[config.mk]
export PLATFORM = sky130hd
export DESIGN_NAME = ofs_plat_ccip_c0_active_lines_limiter
export DESIGN_NICKNAME = d
export VERILOG_FILES = /design/src/rtl/ofs_plat_ccip_c0_active_lines_limiter.sv
export SDC_FILE = /design/constraint.sdc
export NUM_CORES = 1
export LEC_CHECK = 0
export CORE_ASPECT_RATIO = 1.5
export CORE_MARGIN = 4
export CORE_UTILIZATION = 40
export CTS_CLUSTER_DIAMETER = 50
export DETAILED_ROUTE_END_ITERATION = 8
export PLACE_DENSITY = 0.76
export SLEW_MARGIN = 20
export SYNTH_ARGS = -nofsm -noshare
export SYNTH_HDL_FRONTEND = slang
export SYNTH_SLANG_ARGS = --single-unit
[constraint.sdc]
create_clock -name pClk -period 7.1 [get_ports pClk]
set_input_delay 1.42 -clock pClk [delete_from_list [all_inputs] [get_ports pClk]]
set_output_delay 1.42 -clock pClk [all_outputs]
set_load 0.02 [all_outputs]
[src/rtl/ofs_plat_ccip_c0_active_lines_limiter.sv]
// ofs_plat_ccip_c0_active_lines_limiter
//
// Throttles CCI-P c0 read requests so that the number of cache lines in
// flight never exceeds MAX_ACTIVE_LINES.
//
// How it works:
//  - Lines are charged when the upstream request is accepted.
//  - Lines are retired when c0 Rx read responses arrive.
//  - An accepted request is registered once and is then always issued to
//    the FIU on the following cycle.
//  - A retirement larger than the current count saturates the count at zero
//    and raises a sticky underflow flag. This is the expected result when
//    responses arrive for requests issued before a reset.

module ofs_plat_ccip_c0_active_lines_limiter #(
  parameter int MAX_ACTIVE_LINES = 512,
  parameter int HDR_W            = 74
) (
  input  logic                                    pClk,
  input  logic                                    pck_cp2af_softReset,

  // Upstream read requests
  input  logic                                    req_valid,
  output logic                                    req_ready,
  input  logic [HDR_W-1:0]                        req_hdr,
  input  logic [1:0]                              req_cl_len,

  // c0 Tx toward the FIU
  input  logic                                    c0_almFull,
  output logic                                    c0_tx_valid,
  output logic [HDR_W-1:0]                        c0_tx_hdr,

  // c0 Rx read responses
  input  logic                                    rsp_valid,
  input  logic                                    rsp_format,
  input  logic [1:0]                              rsp_cl_len,

  // Status
  output logic [$clog2(MAX_ACTIVE_LINES+1)-1:0]   active_lines,
  output logic [$clog2(MAX_ACTIVE_LINES+1)-1:0]   peak_active_lines,
  output logic                                    err_underflow,
  output logic                                    err_bad_len
);

  localparam int CNT_W = $clog2(MAX_ACTIVE_LINES + 1);
  // Three extra bits of headroom so that count + 4 cannot wrap.
  localparam int SUM_W = CNT_W + 3;

  localparam logic [SUM_W-1:0] MAX_LINES = SUM_W'(MAX_ACTIVE_LINES);

  // State
  logic [CNT_W-1:0] count_reg,     count_next;
  logic [CNT_W-1:0] peak_reg,      peak_next;
  logic             underflow_reg, underflow_next;
  logic             bad_len_reg,   bad_len_next;
  logic             tx_valid_reg;
  logic [HDR_W-1:0] tx_hdr_reg;

  // Datapath intermediates
  logic [2:0]       req_lines;
  logic [2:0]       rsp_lines;
  logic [SUM_W-1:0] admit_sum;
  logic [SUM_W-1:0] inc_sum;
  logic [SUM_W-1:0] dec_lines;
  logic             accept;

  // Line cost of the request and of a packed response.
  // The reserved encoding cl_len==2 is charged as 4 lines, which is the
  // conservative choice.
  always_comb begin
    req_lines = 3'd4;
    case (req_cl_len)
      2'd0:    req_lines = 3'd1;
      2'd1:    req_lines = 3'd2;
      default: req_lines = 3'd4;
    endcase

    rsp_lines = 3'd4;
    case (rsp_cl_len)
      2'd0:    rsp_lines = 3'd1;
      2'd1:    rsp_lines = 3'd2;
      default: rsp_lines = 3'd4;
    endcase
  end

  // Admission test.
  // Only the registered count is used, so a retirement in the same cycle
  // never widens admission. This also keeps req_ready off the Rx path.
  always_comb begin
    admit_sum = SUM_W'(count_reg) + SUM_W'(req_lines);
    req_ready = !c0_almFull && (admit_sum <= MAX_LINES);
    accept    = req_valid && req_ready;
  end

  // Next-state computation for the counter, the peak and the sticky flags.
  always_comb begin
    // Lines charged this cycle
    inc_sum = SUM_W'(count_reg);
    if (accept) begin
      inc_sum = SUM_W'(count_reg) + SUM_W'(req_lines);
    end

    // Lines retired this cycle.
    // An unpacked response retires one line per beat; a packed response
    // retires the whole request at once.
    dec_lines = '0;
    if (rsp_valid) begin
      dec_lines = rsp_format ? SUM_W'(rsp_lines) : SUM_W'(1);
    end

    underflow_next = underflow_reg;
    if (inc_sum < dec_lines) begin
      count_next     = '0;
      underflow_next = 1'b1;
    end else begin
      count_next     = CNT_W'(inc_sum - dec_lines);
    end

    peak_next = (count_next > peak_reg) ? count_next : peak_reg;

    bad_len_next = bad_len_reg;
    if (accept && (req_cl_len == 2'd2)) begin
      bad_len_next = 1'b1;
    end
  end

  // Counter, peak and sticky error state.
  always_ff @(posedge pClk) begin
    if (pck_cp2af_softReset) begin
      count_reg     <= '0;
      peak_reg      <= '0;
      underflow_reg <= 1'b0;
      bad_len_reg   <= 1'b0;
    end else begin
      count_reg     <= count_next;
      peak_reg      <= peak_next;
      underflow_reg <= underflow_next;
      bad_len_reg   <= bad_len_next;
    end
  end

  // One-deep Tx register.
  // c0_almFull was already honoured at acceptance, so a registered request
  // is always issued. The header holds its value when nothing is accepted.
  always_ff @(posedge pClk) begin
    if (pck_cp2af_softReset) begin
      tx_valid_reg <= 1'b0;
      tx_hdr_reg   <= '0;
    end else begin
      tx_valid_reg <= accept;
      if (accept) begin
        tx_hdr_reg <= req_hdr;
      end
    end
  end

  assign c0_tx_valid       = tx_valid_reg;
  assign c0_tx_hdr         = tx_hdr_reg;
  assign active_lines      = count_reg;
  assign peak_active_lines = peak_reg;
  assign err_underflow     = underflow_reg;
  assign err_bad_len       = bad_len_reg;

endmodule

# [Yosys cells after proc, flatten, opt, wreduce, memory -nomap -nowiden]
# Cells that the tools add are included.
[op_classes] order_cmp=3 n_mux=6 n_reduce_logical=6 n_eq_ne=3 add_sub_neg=2
[ops] op="$le A13 B10 Y1 const B" count=1
[ops] op="$pmux W3 S2" count=2
[ops] op="$add A10 B3 Y11" count=1
[ops] op="$lt A11 B3 Y1" count=1
[ops] op="$mux W11" count=1
[ops] op="$gt A10 B10 Y1" count=1
[ops] op="$mux W10" count=1
[ops] op="$sub A10 B10 Y10" count=1
[ops] op="$mux W3" count=2
[ops] op="$eq A2 B1 Y1 const B" count=2
[ops] op="$logic_not A2 Y1" count=2
[ops] op="$logic_and A1 B1 Y1" count=3
[ops] op="$eq A2 B2 Y1 const B" count=1
[ops] op="$logic_not A1 Y1" count=1
[totals] out_inout_bits=98 in_bits=84 regBits=97 elab_cells=26

# [Depth between registers and ports, before layout]
# Gate-level depths: netlist (run 1).
[logic_depth] word_depth=10 mapped_depth=32 ltp_nobuf=28

# [Least setup slack after synthesis (run 1)]
# No wires, ideal clock.
[synth_timing] path_kind="input port to flip-flop" from="input req_cl_len[1]" to="register peak_reg[0], in the netlist peak_active_lines[0]" n_path_buf=5 cell_stages=32 arrival_ps=7126 setup_slack_ps=-113 setup_time_ps=87 cell_sequence="nor2_1 -> ha_1 -> inv_1 -> fa_1 -> nand2b_1 -> buf_2 -> a211oi_4 -> mux2i_1 -> a211oi_4 -> buf_6 -> nor2_1 -> clkbuf_1 -> mux2i_1 -> ha_1 -> nor2b_1 -> o21ai_0 -> nor2b_1 -> o211a_1 -> nand4_2 -> nor2_4 -> buf_6 -> nor2_1 -> ha_1 -> nor2b_1 -> o21a_1 -> o21a_1 -> o21a_1 -> o21ai_0 -> a211o_1 -> or2_2 -> buf_1 -> o31ai_1"
[synth_via] elab_chain_cells=10
[synth_lines] item="start, declared" line="26" source="input logic [1:0] req_cl_len,"
[synth_lines] item="$eq A2 B1 Y1 / $logic_not A2 Y1 (equally long branches)" line="72" source="case (req_cl_len)"
[synth_lines] item="$pmux W3 S2 *" line="72"
[synth_lines] item="$add A10 B3 Y11 *" line="90, 100"
[synth_lines] item="$le A13 B10 Y1" line="91" source="req_ready = !c0_almFull && (admit_sum <= MAX_LINES);"
[synth_lines] item="$logic_and A1 B1 Y1" line="91"
[synth_lines] item="$logic_and A1 B1 Y1" line="92" source="accept = req_valid && req_ready;"
[synth_lines] item="$mux W11 *" line="99" source="if (accept) begin"
[synth_lines] item="$sub A10 B10 Y10 / $lt A11 B3 Y1 (equally long branches)" line="116, 112"
[synth_lines] item="$mux W10 *" line="112" source="if (inc_sum < dec_lines) begin"
[synth_lines] item="named net count_next[1]" line="52" source="logic [CNT_W-1:0] count_reg, count_next;"
[synth_lines] item="$gt A10 B10 Y1 *" line="119" source="peak_next = (count_next > peak_reg) ? count_next : peak_reg;"
[synth_lines] item="end signal, assigned" line="136" source="peak_reg <= peak_next;"
[synth_lines] item="end, declared" line="53" source="logic [CNT_W-1:0] peak_reg, peak_next;"
# Mark *: on every way through the listed nets, which the timed path passes. The rest lies on a longest branch.
# A chain may end at the register's enable or synchronous reset.

# [Final worst setup path (run 1)]
[layout_timing] from="input req_cl_len[1]" to="register peak_reg[4], in the netlist peak_active_lines[4]"
# The elaborated chain is that of the path after synthesis.

==> flow_summary.yaml, run 1 <==
power_and_ir_drop:
  p_total_uw: 2590
  total_leakage_power_uw: 0.00271
  ir_worst_vdd_mv: 0.235
  p_per_area_nw_per_um2: 361
critical_path:
  r2r-end: "peak_active_lines[4]"
  path_common_cell: "buf_4"
  cp_max_fo: 9
  cp_data_arrival_time_ps: 7010
  path_class: "input pin to flip-flop"
  r2r_start: "active_lines[0]"
  rrSetupSlack_ps: 1580
  cp-start-kind: "input pin"
  reg2reg_depth: 26
  cp_data_required_time_ps: 7360
  slowest_delay_ps: 430
  end_kind: "flip-flop"
  crit_slowest_cell: "clkdlybuf4s50_1"
global_routing:
  met2_usage_pct: 40.4
  track_usage_pct: 22.2
  busiest_layer: "met2"
  met3_usage_pct: 3.44
  grt_pass1_vias: 4876
  grt_max_degree: 99
  grt_pass1_wl_um: 23600
  antenna_found_initial: 0
  grt_overflow: 0
  met1_usage_pct: 24.0
clock_tree:
  holdBufCountCts: 0
  clk_pin_slew_ps: 70
  clock_path_buffers: 2
  clock-root-buffer: "clkbuf_16"
  cts_buffers: 9
  clock_latency_ps: 340
  clock_sinks: 97
  tritoncts: "done"
  ctsHtreeMaxLevel: 3
cells_and_area:
  seq_area_um2: 1940
  postLayoutCellArea_um2: 7180
  diodes: 0
  final_common_cell: "clkdlybuf4s50_1"
  final_cell_mix: "180 x clkdlybuf4s50_1, 163 x nand2_1, 97 x dfxtp_1"
  post_route_cells_drive_above_1_share_pct: 9.85
  final_nets: 890
  nFillCells: 1000
  multi_input_area_um2: 2500
  syn_to_final_growth_pct: 53.8
place:
  placedInstanceArea_um2: 6790
  pre_cts_slack_ps: -187
  hpwl_um: 11700
  io_buffers: 181
  place_congestion: 0.922
floorplan:
  rows: 48
  die-area_um2: 13500
  chipWidth_um: 96.2
  start_util_pct: 40.7
  num_io_pins: 182
  core_area_um2: 11500
  fp.dieH_um: 140
timing:
  min_period_ps: 6750
  finalHoldViolations: 0
  rsz0062_at_grt: "false"
  finalSetupViolCount: 0
  fmax_mhz: 148
  postLayoutSetupSlackWorst_ps: 352
  relSlewSlack_pct: 36.0
  fin_setup_tns_ps: 0
  skew_ps: 7.16
  tightest_slew_ps: 960
  holdWs_ps: 448
  maxSlewViolCount: 0
  min_period_over_period_pct: 95.0
worst_hold_path:
  holdPathStages: 2
  min_to: "c0_tx_hdr[17]"
  hold_class: "flip-flop to flip-flop"
  hp-start: "c0_tx_hdr[17]"
synthesis:
  synth_edf_count: 0
  synth.avg_cell_area_um2: 7.84
  yosys.area_share.simple_pct: 23.6
  synth_compound_area_share_pct: 20.7
  ys_seq_area_share_pct: 41.6
  synth_fa_ha_area_share_pct: 5.15
  synth_mux_area_share_pct: 1.13
  synth.top_cell.area_share_pct: 41.6
  synth_warnings: 0
  ys.flop_type: "dfxtp_1"
  yosysTopAreaCell: "dfxtp_1"
  synthArstFlopShare_pct: 0
  synth_top_family_by_area: "simple AND/OR/NAND/NOR gates"
  syn_inst: 595
  synthTopCellsByArea: "dfxtp_1 42%, nand2_1 13%, a21oi_1 8.9%"
  synth_seq_cells: 97
  synth_xor_area_share_pct: 1.88
  synth_nets: 697
  netlist-cell-type-count: 59
  syn_area_um2: 4670
drt:
  drtPass1Iterations: 5
  drtAntennaViolNets: 0
  via_per_inst: 5.23
  routed_wl_um: 15400
  drc: 0
  vias: 4925
  wl_per_cell_um: 16.3
  drtIter0Drc: 168
outcome:
  status: "finished clean"
run:
  cap_violations: 0
[flip-flops by register name (all words and copies together) (netlist names)]
signal,flops
peak_active_lines,10
err_bad_len,1
c0_tx_valid,1
err_underflow,1
c0_tx_hdr,74
active_lines,10
[through the flow]
stage | util, % | cells
after floorplan | - | 595
after global placement | 59.2 | 926
after detailed placement | 59.2 | 926
after CTS | 62.1 | 941
after global routing | 62.6 | 942
final | 62.6 | 942
[synth_stat cells, types with 2 or more instances]
master and count:
o31ai_1 7, o32ai_1 2, dfxtp_1 97, clkbuf_1 21
o211ai_1 5, nand3b_1 11, o21ai_0 13, buf_2 15
a211oi_1 4, o21a_1 4, a21o_1 4, xnor2_1 7
or3_1 2, a21oi_1 83, buf_1 2, buf_6 2
a2111oi_0 2, inv_1 25, a221oi_1 2, ha_1 16
a211o_1 3, fa_1 2, a211oi_4 2, xor2_1 3
nand3_1 7, nand2_1 164, nand4_1 6, nor2b_1 5
o2111ai_1 3, nor2_1 24, nor4_1 3, o211a_1 2
nand2b_1 5, nor3_1 12, mux2i_1 3, or2_2 4
[worst max-delay path: cells and delay by family]
family | cells | cell delay [ps]
adders and majority gates | 4 | 1180
and+or+nand+nor | 8 | 1280
buffers and inverters | 6 | 1100
AOI/OAI and AO/OA | 7 | 1480
muxes | 2 | 530
[where the power goes]
| part | total [µW] | internal, µW | switching, µW |
|---|---|---|---|
| logic | 1340 | 623 | 714 |
| registers | 694 | 617 | 76.7 |
| clock network | 557 | 344 | 212 |
| total | 2590 | 1580 | 1000 |
[worst max path at each step]
stage	from	to
after floorplan	req_cl_len[1]	peak_active_lines[0]
after global placement	req_cl_len[1]	peak_active_lines[1]
after detailed placement	req_cl_len[1]	peak_active_lines[0]
after CTS	req_cl_len[1]	peak_active_lines[0]
after global routing	req_cl_len[1]	peak_active_lines[1]
final	req_cl_len[1]	peak_active_lines[4]
[routing by layer]
layer	wire (µm)	vias to the layer above
li1	-	2412
met1	5650	2308
met2	8340	165
met3	876	40
met4	536	0
met5	0	-
[cells by family after synthesis]
kind of cell	Yosys count
simple gates	250
compound gates	151
flops	97
buf+inv	65
fa+ha+maj	18
xor+xnor	10
mux	4
[final cells by class]
type                    count  share of cell area (%)
repair buffers            222                    29.5
multi-input cells         433                    34.8
clock inverters             6                    1.57
well taps                 150                    2.62
flip-flops and latches     97                    27.1
clock buffers               9                    3.14
inverters                  25                    1.31
[what timing repair did]
action,in CTS,in global routing
setup endpoints to repair,0,10
setup buffers,0,1
resized for setup,0,13
Power figures use the tool's default switching activity.
==> run 2: changes to the inputs <==
--- a/config.mk
+++ b/config.mk
@@ -5,6 +5,7 @@
 export SDC_FILE = /design/constraint.sdc
 export NUM_CORES = 1
 export LEC_CHECK = 0
+export CAP_MARGIN = 5
 export CORE_ASPECT_RATIO = 1.5
 export CORE_MARGIN = 4
 export CORE_UTILIZATION = 40
==> results of run 2 <==
Same layout as run 1: the final DEF is identical, and so are final timing and power.
